`src/rtl/l2_wb_pkg.sv`:
```
`default_nettype none
// ============================================================================
// Module      : l2_wb_pkg
// Description : Shared types and constants for the L2 writeback buffer.
// Revision    : 1.0 - initial release
// ============================================================================
package l2_wb_pkg;

  localparam int LINE_BITS = 256;
  localparam int BEAT_BITS = 64;
  localparam int BEATS     = 4;
  // Tag width matches the default 5-bit line offset (32 - 5).
  localparam int TAG_BITS  = 27;

  // Drain state machine encoding.
  typedef logic [0:0] wb_state_t;
  localparam wb_state_t WB_IDLE  = 1'b0;
  localparam wb_state_t WB_BURST = 1'b1;

  // One buffered dirty line.
  typedef struct packed {
    logic                 valid;
    logic [TAG_BITS-1:0]  tag;
    logic [LINE_BITS-1:0] data;
  } wb_entry_t;

endpackage
`default_nettype wire

```
`src/rtl/wb_lookup.sv`:
```
`default_nettype none
// ============================================================================
// Module      : wb_lookup
// Description : Combinational tag match over all buffered lines. When the
//               same line is buffered more than once, the youngest copy wins.
// Revision    : 1.0 - initial release
// ============================================================================
module wb_lookup
  import l2_wb_pkg::*;
#(
  parameter int DEPTH = 2
) (
  input  wb_entry_t                   entries [DEPTH],
  input  logic [$clog2(DEPTH)-1:0]    head,
  input  logic [$clog2(DEPTH):0]      count,
  input  logic [TAG_BITS-1:0]         tag,
  output logic                        hit,
  output logic [LINE_BITS-1:0]        data
);

  localparam int c_PTR_W = $clog2(DEPTH);

  logic [c_PTR_W-1:0] w_idx;

  // Walk entries oldest to youngest; a later match overrides an earlier one.
  always_comb begin
    hit   = 1'b0;
    data  = '0;
    w_idx = '0;
    for (int i = 0; i < DEPTH; i++) begin
      w_idx = head + i[c_PTR_W-1:0];
      if ((i < int'(count)) && entries[w_idx].valid &&
          (entries[w_idx].tag == tag)) begin
        hit  = 1'b1;
        data = entries[w_idx].data;
      end
    end
  end

endmodule
`default_nettype wire

```
`src/rtl/l2_writeback_buffer.sv`:
```
`default_nettype none
// ============================================================================
// Module      : l2_writeback_buffer
// Description : FIFO of evicted dirty L2 lines, drained to memory as 4-beat
//               64-bit write bursts, with a combinational forwarding lookup.
// Revision    : 1.0 - initial release
// ============================================================================
module l2_writeback_buffer
  import l2_wb_pkg::*;
#(
  parameter int DEPTH    = 2,
  parameter int S_OFFSET = 5
) (
  input  logic                  clk,
  input  logic                  reset,
  input  logic                  wb_valid,
  input  logic [31:0]           wb_addr,
  input  logic [LINE_BITS-1:0]  wb_data,
  output logic                  wb_ready,
  input  logic [31:0]           lookup_addr,
  output logic                  lookup_hit,
  output logic [LINE_BITS-1:0]  lookup_data,
  input  logic                  drain_hold,
  output logic                  pmem_write,
  output logic [31:0]           pmem_address,
  output logic [BEAT_BITS-1:0]  pmem_wdata,
  input  logic                  pmem_resp,
  output logic                  empty
);

  localparam int                 c_PTR_W     = $clog2(DEPTH);
  localparam logic [c_PTR_W:0]   c_DEPTH_CNT = (c_PTR_W+1)'(DEPTH);
  localparam logic [1:0]         c_LAST_BEAT = 2'(BEATS - 1);

  wb_entry_t            r_entries [DEPTH];
  logic [c_PTR_W-1:0]   r_head;
  logic [c_PTR_W-1:0]   r_tail;
  logic [c_PTR_W:0]     r_count;
  logic [1:0]           r_beat;
  wb_state_t            r_state;

  logic                 w_push;
  logic                 w_pop;
  wb_entry_t            w_head_entry;
  logic                 w_unused_low_bits;

  // Offset bits of both addresses carry no information for line tracking.
  assign w_unused_low_bits = ^{wb_addr[S_OFFSET-1:0], lookup_addr[S_OFFSET-1:0]};

  // Readiness and emptiness come from registered count only, so a pop never
  // frees a slot for a push in the same cycle.
  assign wb_ready     = (r_count < c_DEPTH_CNT);
  assign empty        = (r_count == '0);
  assign w_push       = wb_valid && wb_ready;
  assign w_pop        = (r_state == WB_BURST) && pmem_resp && (r_beat == c_LAST_BEAT);
  assign w_head_entry = r_entries[r_head];

  assign pmem_write   = (r_state == WB_BURST);
  assign pmem_address = pmem_write ? {w_head_entry.tag, {S_OFFSET{1'b0}}} : 32'h0;
  assign pmem_wdata   = pmem_write ? w_head_entry.data[BEAT_BITS*r_beat +: BEAT_BITS]
                                   : '0;

  // Line storage: write at tail on push, invalidate head on pop.
  always_ff @(posedge clk or posedge reset) begin
    if (reset) begin
      for (int i = 0; i < DEPTH; i++) begin
        r_entries[i] <= '0;
      end
    end else begin
      if (w_pop) begin
        r_entries[r_head].valid <= 1'b0;
      end
      if (w_push) begin
        r_entries[r_tail] <= '{valid: 1'b1, tag: wb_addr[31:S_OFFSET], data: wb_data};
      end
    end
  end

  // Pointer and occupancy bookkeeping; pointers wrap modulo DEPTH.
  always_ff @(posedge clk or posedge reset) begin
    if (reset) begin
      r_head  <= '0;
      r_tail  <= '0;
      r_count <= '0;
    end else begin
      if (w_push) r_tail <= r_tail + 1'b1;
      if (w_pop)  r_head <= r_head + 1'b1;
      case ({w_push, w_pop})
        2'b10:   r_count <= r_count + 1'b1;
        2'b01:   r_count <= r_count - 1'b1;
        default: r_count <= r_count;
      endcase
    end
  end

  // Drain FSM: a burst starts only from IDLE, then runs to completion.
  always_ff @(posedge clk or posedge reset) begin
    if (reset) begin
      r_state <= WB_IDLE;
      r_beat  <= 2'd0;
    end else begin
      case (r_state)
        WB_IDLE: begin
          r_beat <= 2'd0;
          if ((r_count != '0) && !drain_hold) r_state <= WB_BURST;
        end
        WB_BURST: begin
          if (pmem_resp) begin
            r_beat <= r_beat + 2'd1;
            if (r_beat == c_LAST_BEAT) r_state <= WB_IDLE;
          end
        end
        default: begin
          r_state <= WB_IDLE;
          r_beat  <= 2'd0;
        end
      endcase
    end
  end

  wb_lookup #(
    .DEPTH (DEPTH)
  ) u_lookup (
    .entries (r_entries),
    .head    (r_head),
    .count   (r_count),
    .tag     (lookup_addr[31:S_OFFSET]),
    .hit     (lookup_hit),
    .data    (lookup_data)
  );

endmodule
`default_nettype wire

```
`config.mk`:
```
export PLATFORM = sky130hd
export DESIGN_NAME = l2_writeback_buffer
export DESIGN_NICKNAME = d
export VERILOG_FILES = /design/src/rtl/l2_wb_pkg.sv /design/src/rtl/wb_lookup.sv /design/src/rtl/l2_writeback_buffer.sv
export SDC_FILE = /design/constraint.sdc
export NUM_CORES = 2
export LEC_CHECK = 0
export BUFFER_PORTS_ARGS = -buffer_cell sky130_fd_sc_hd__buf_4
export CAP_MARGIN = 25
export CORE_MARGIN = 5
export CORE_UTILIZATION = 57
export DETAILED_ROUTE_END_ITERATION = 8
export GPL_ROUTABILITY_DRIVEN = 0
export PLACE_DENSITY_LB_ADDON = 0.25
export RECOVER_POWER = 100
export SYNTH_ARGS = -nofsm -noshare
export SYNTH_HDL_FRONTEND = slang
export SYNTH_SLANG_ARGS = --single-unit
export TNS_END_PERCENT = 10
```
`constraint.sdc`:
```
create_clock -name clk -period 22.4 [get_ports clk]
set_input_delay 1.12 -clock clk [delete_from_list [all_inputs] [get_ports clk]]
set_output_delay 1.12 -clock clk [all_outputs]
set_load 0.1 [all_outputs]
```
==> flow_metrics.tcl <==
set metrics [dict create \
    leakage_nw 19.6 \
    syn-cell-area_um2 38000 \
    placed_cell_area_um2 42800 \
    failed_checks "max-capacitance violations, max-slew violations" \
    finalHoldViolCount 0 \
    io_pins 681 \
    dp.cells 5526 \
    die_area_um2 72000 \
    final-setup-viol-count 0 \
    post_cts_buffers 0 \
    drc 0 \
    dpl.hpwl_mm 87.0 \
    die_h_um 268 \
    synth_top_area_cell "dfrtp_1" \
    wl_met2_mm 61.8 \
    cts_tree "built" \
    syn_avg_cell_area_um2 8.67 \
    clock.fmax_ghz 0.0697 \
    tns_ns 0 \
    drtIter0Drc 5127 \
    cts_root_buf "clkbuf_16" \
    cts_buffers 67 \
    die_x_um 268 \
    skew_ns 0.0185 \
    grt_max_degree 245 \
    status "finished, violations left" \
    period_needed_ns 14.34 \
    end_kind "output pin" \
    ys_ff_latch 575 \
    core_um2 66000 \
    cp.required_ns 21.28 \
    seqCellArea_um2 14400 \
    synth_top_area_share_pct 37.9 \
    total_power_mw 8.15 \
    worstMarginPinSlew_ns 10.46 \
    finalMaxSlewViolations 2004 \
    power.density_nw_per_um2 186 \
    multi_input_area_um2 21800 \
    crit_path_top_delay_cell "clkbuf_1" \
    combPwrFrac_pct 60.1 \
    ctsHoldBuffers 0 \
    syn_to_final_growth_pct 15.1 \
    synth_ff_type "dfrtp_1" \
    switching_share_pct 50.7 \
    routedWlPerCell_um 24.8 \
    grtUsageTotal_pct 37.6 \
    synth_enable_flop_cells 0 \
    critPathMaxStageDelay_ns 5.93 \
    relSlewSlack_pct -597 \
    path_common_cell "clkbuf_1" \
    avgViaCountPerCell 6.49 \
    initial_utilization_pct 57.6 \
    p_switching_mw 4.14 \
    ant_nets 0 \
    routed_wirelength_mm 141 \
    netlist_instances 4383 \
    min_path_type "reg -> reg" \
    crit_buf_inv 3 \
    synth-seq-area-share_pct 37.9 \
    crit_chain "clkbuf_1 > clkbuf_1 > mux4_2 > mux2i_1 > nor2b_1 > clkbuf_1" \
    grt_pass1_wl_mm 212 \
    place_ws_ns 15.51 \
    fill_cells 5622 \
    nNetsFinal 5064 \
    gr-total-overflow 0 \
    timing.final.crit_share_pct 64.0 \
    ir_worst_vdd_mv 0.155 \
    grt_pass1_vias 34496 \
    path_delay_family "buffers and inverters" \
    path_class "reg -> out" \
    worst_slack_ns 8.06 \
    clock_latency_ns 0.59 \
    cp_data_arrival_time_ns 13.22 \
    worstSetupStartpointType "flop" \
    synthArstFlopShare_pct 100 \
    num_vias 36831 \
    drive_gt1_share_pct 18.6 \
    post-route-cell-area_um2 43700 \
    rsz0062_at_grt "no" \
    placementRows 94 \
    m1WireLength_mm 53.3 \
    cts_resized 0 \
    clockBufferDepth 3 \
    clk_pin_slew_ns 0.06 \
    cts_sinks 575 \
    instances_no_fill 5679 \
    grt_antenna_before_repair 34 \
    routed.top_layer "met5" \
    power_frac_seq_pct 26.2 \
    synth_cell_types 31 \
    htreeDepth 3 \
    worstPathMaxFanout 187 \
    holdWs_ns 0.498 \
    port_buffers 665 \
    power_frac_clock_pct 13.7 \
    ys_top_cells_by_area "dfrtp_1, nand2_1, mux2_2" \
    internal_power_mw 4.02 \
    cap_viol_max_count 28 \
    wl_met3_mm 17.2 \
    final_util_pct 66.3 \
    first_pass_iters 6 \
    yosys_warnings 0 \
]
## state kept, by name, indices dropped and copies added (netlist names)
| name | count |
|---|---|
| r_count | 2 |
| r_entries | 568 |
| r_tail | 1 |
| r_head | 1 |
| r_beat | 2 |
| pmem_write | 1 |
## final timing paths
| path | start | endpoint | slack, ns | cells after the start |
|---|---|---|---|---|
| max | r_head | pmem_wdata[35] | 8.06 | 6 |
| min | r_entries[540] | r_entries[540] | 0.50 | 2 |
| max reg2reg | r_count[1] | r_entries[445] | 9.03 | 8 |
| min reg2reg | r_entries[540] | r_entries[540] | 0.50 | 2 |
| max in group asynchronous | reset | r_beat[1] | 10.06 | 6 |
| min in group asynchronous | reset | r_entries[142] | 2.04 | 2 |
## cell families (layout without fill, tap and decap cells)
family                     after synthesis  count (layout)  synth area share (%)
AOI/OAI and AO/OA                      771             771                  16.0
xor gates and xnor gates                58              58                  1.34
adders and majority gates                4               4                 0.132
buffers and inverters                  439             834                  4.91
DFF                                    575             575                  37.9
muxes                                  532             532                  19.2
other                                    1              38               0.00987
and+or+nand+nor                       2003            2003                  20.6
## layout make-up
type                            instances  area share [%]
Clock buffer                           98            4.54
Antenna cell                           33           0.189
Clock inverter                         18           0.515
Timing Repair Buffer                  713            9.47
Tap cell                              864            2.47
Sequential cell                       575            32.9
Multi-Input combinational cell       3373            49.8
Inverter                                5          0.0629
## worst min-delay path, stage by stage (launching register included)
cell and delay, ns:
dfrtp_1 0.36, nand2_1 0.05, nand2_1 0.06
## power by group through the flow
stage | registers [mW] | clock network, mW | logic, mW
4_1_cts | 2.11 | 1.13 | 4.76
2_1_floorplan | 1.93 | 0 | 3.77
6_report | 2.14 | 1.12 | 4.90
3_3_place_gp | 2.09 | 0 | 4.63
5_1_grt | 2.20 | 1.17 | 5.19
3_5_place_dp | 2.12 | 0 | 4.73
## synth_stat cells, types with 5 or more instances
master     instances
mux2i_1          121
mux4_2           128
a211oi_1         256
nor4_1            11
nand2_1         1880
xor2_1            16
buf_1             33
nor2_1             5
nor2b_1           92
xnor2_1           42
a2bb2oi_1        256
clkbuf_1         268
buf_4              9
buf_2            119
nand4_1            6
mux2_2           283
buf_6              5
dfrtp_1          575
a22oi_1          256
## cell usage in the layout, fill, tap and decap left out, types with 2 or more instances in the layout
cell type,instances
clkbuf_1,358
mux2_2,283
mux4_2,128
dfrtp_4,2
ha_1,4
buf_4,361
xor2_1,16
a2bb2oi_1,256
mux2i_1,121
buf_12,5
xnor2_1,42
nand3_1,2
a22oi_1,256
nand2_1,1880
nor2_1,5
diode_2,33
nor2b_1,92
conb_1,5
clkbuf_16,69
dfrtp_1,572
o21ai_0,3
clkinv_2,10
inv_1,3
clkbuf_8,15
nand4_1,6
a211oi_1,256
inv_6,2
bufinv_16,5
nor4_1,11
## routing by layer
| metal | vias to the layer above | GRT usage [%] |
|---|---|---|
| met5 | - | 0 |
| met1 | 18027 | 51.0 |
| met4 | 10 | 20.2 |
| met2 | 2329 | 54.6 |
| met3 | 429 | 11.4 |
| li1 | 16036 | - |
Power figures use the tool's default switching activity.
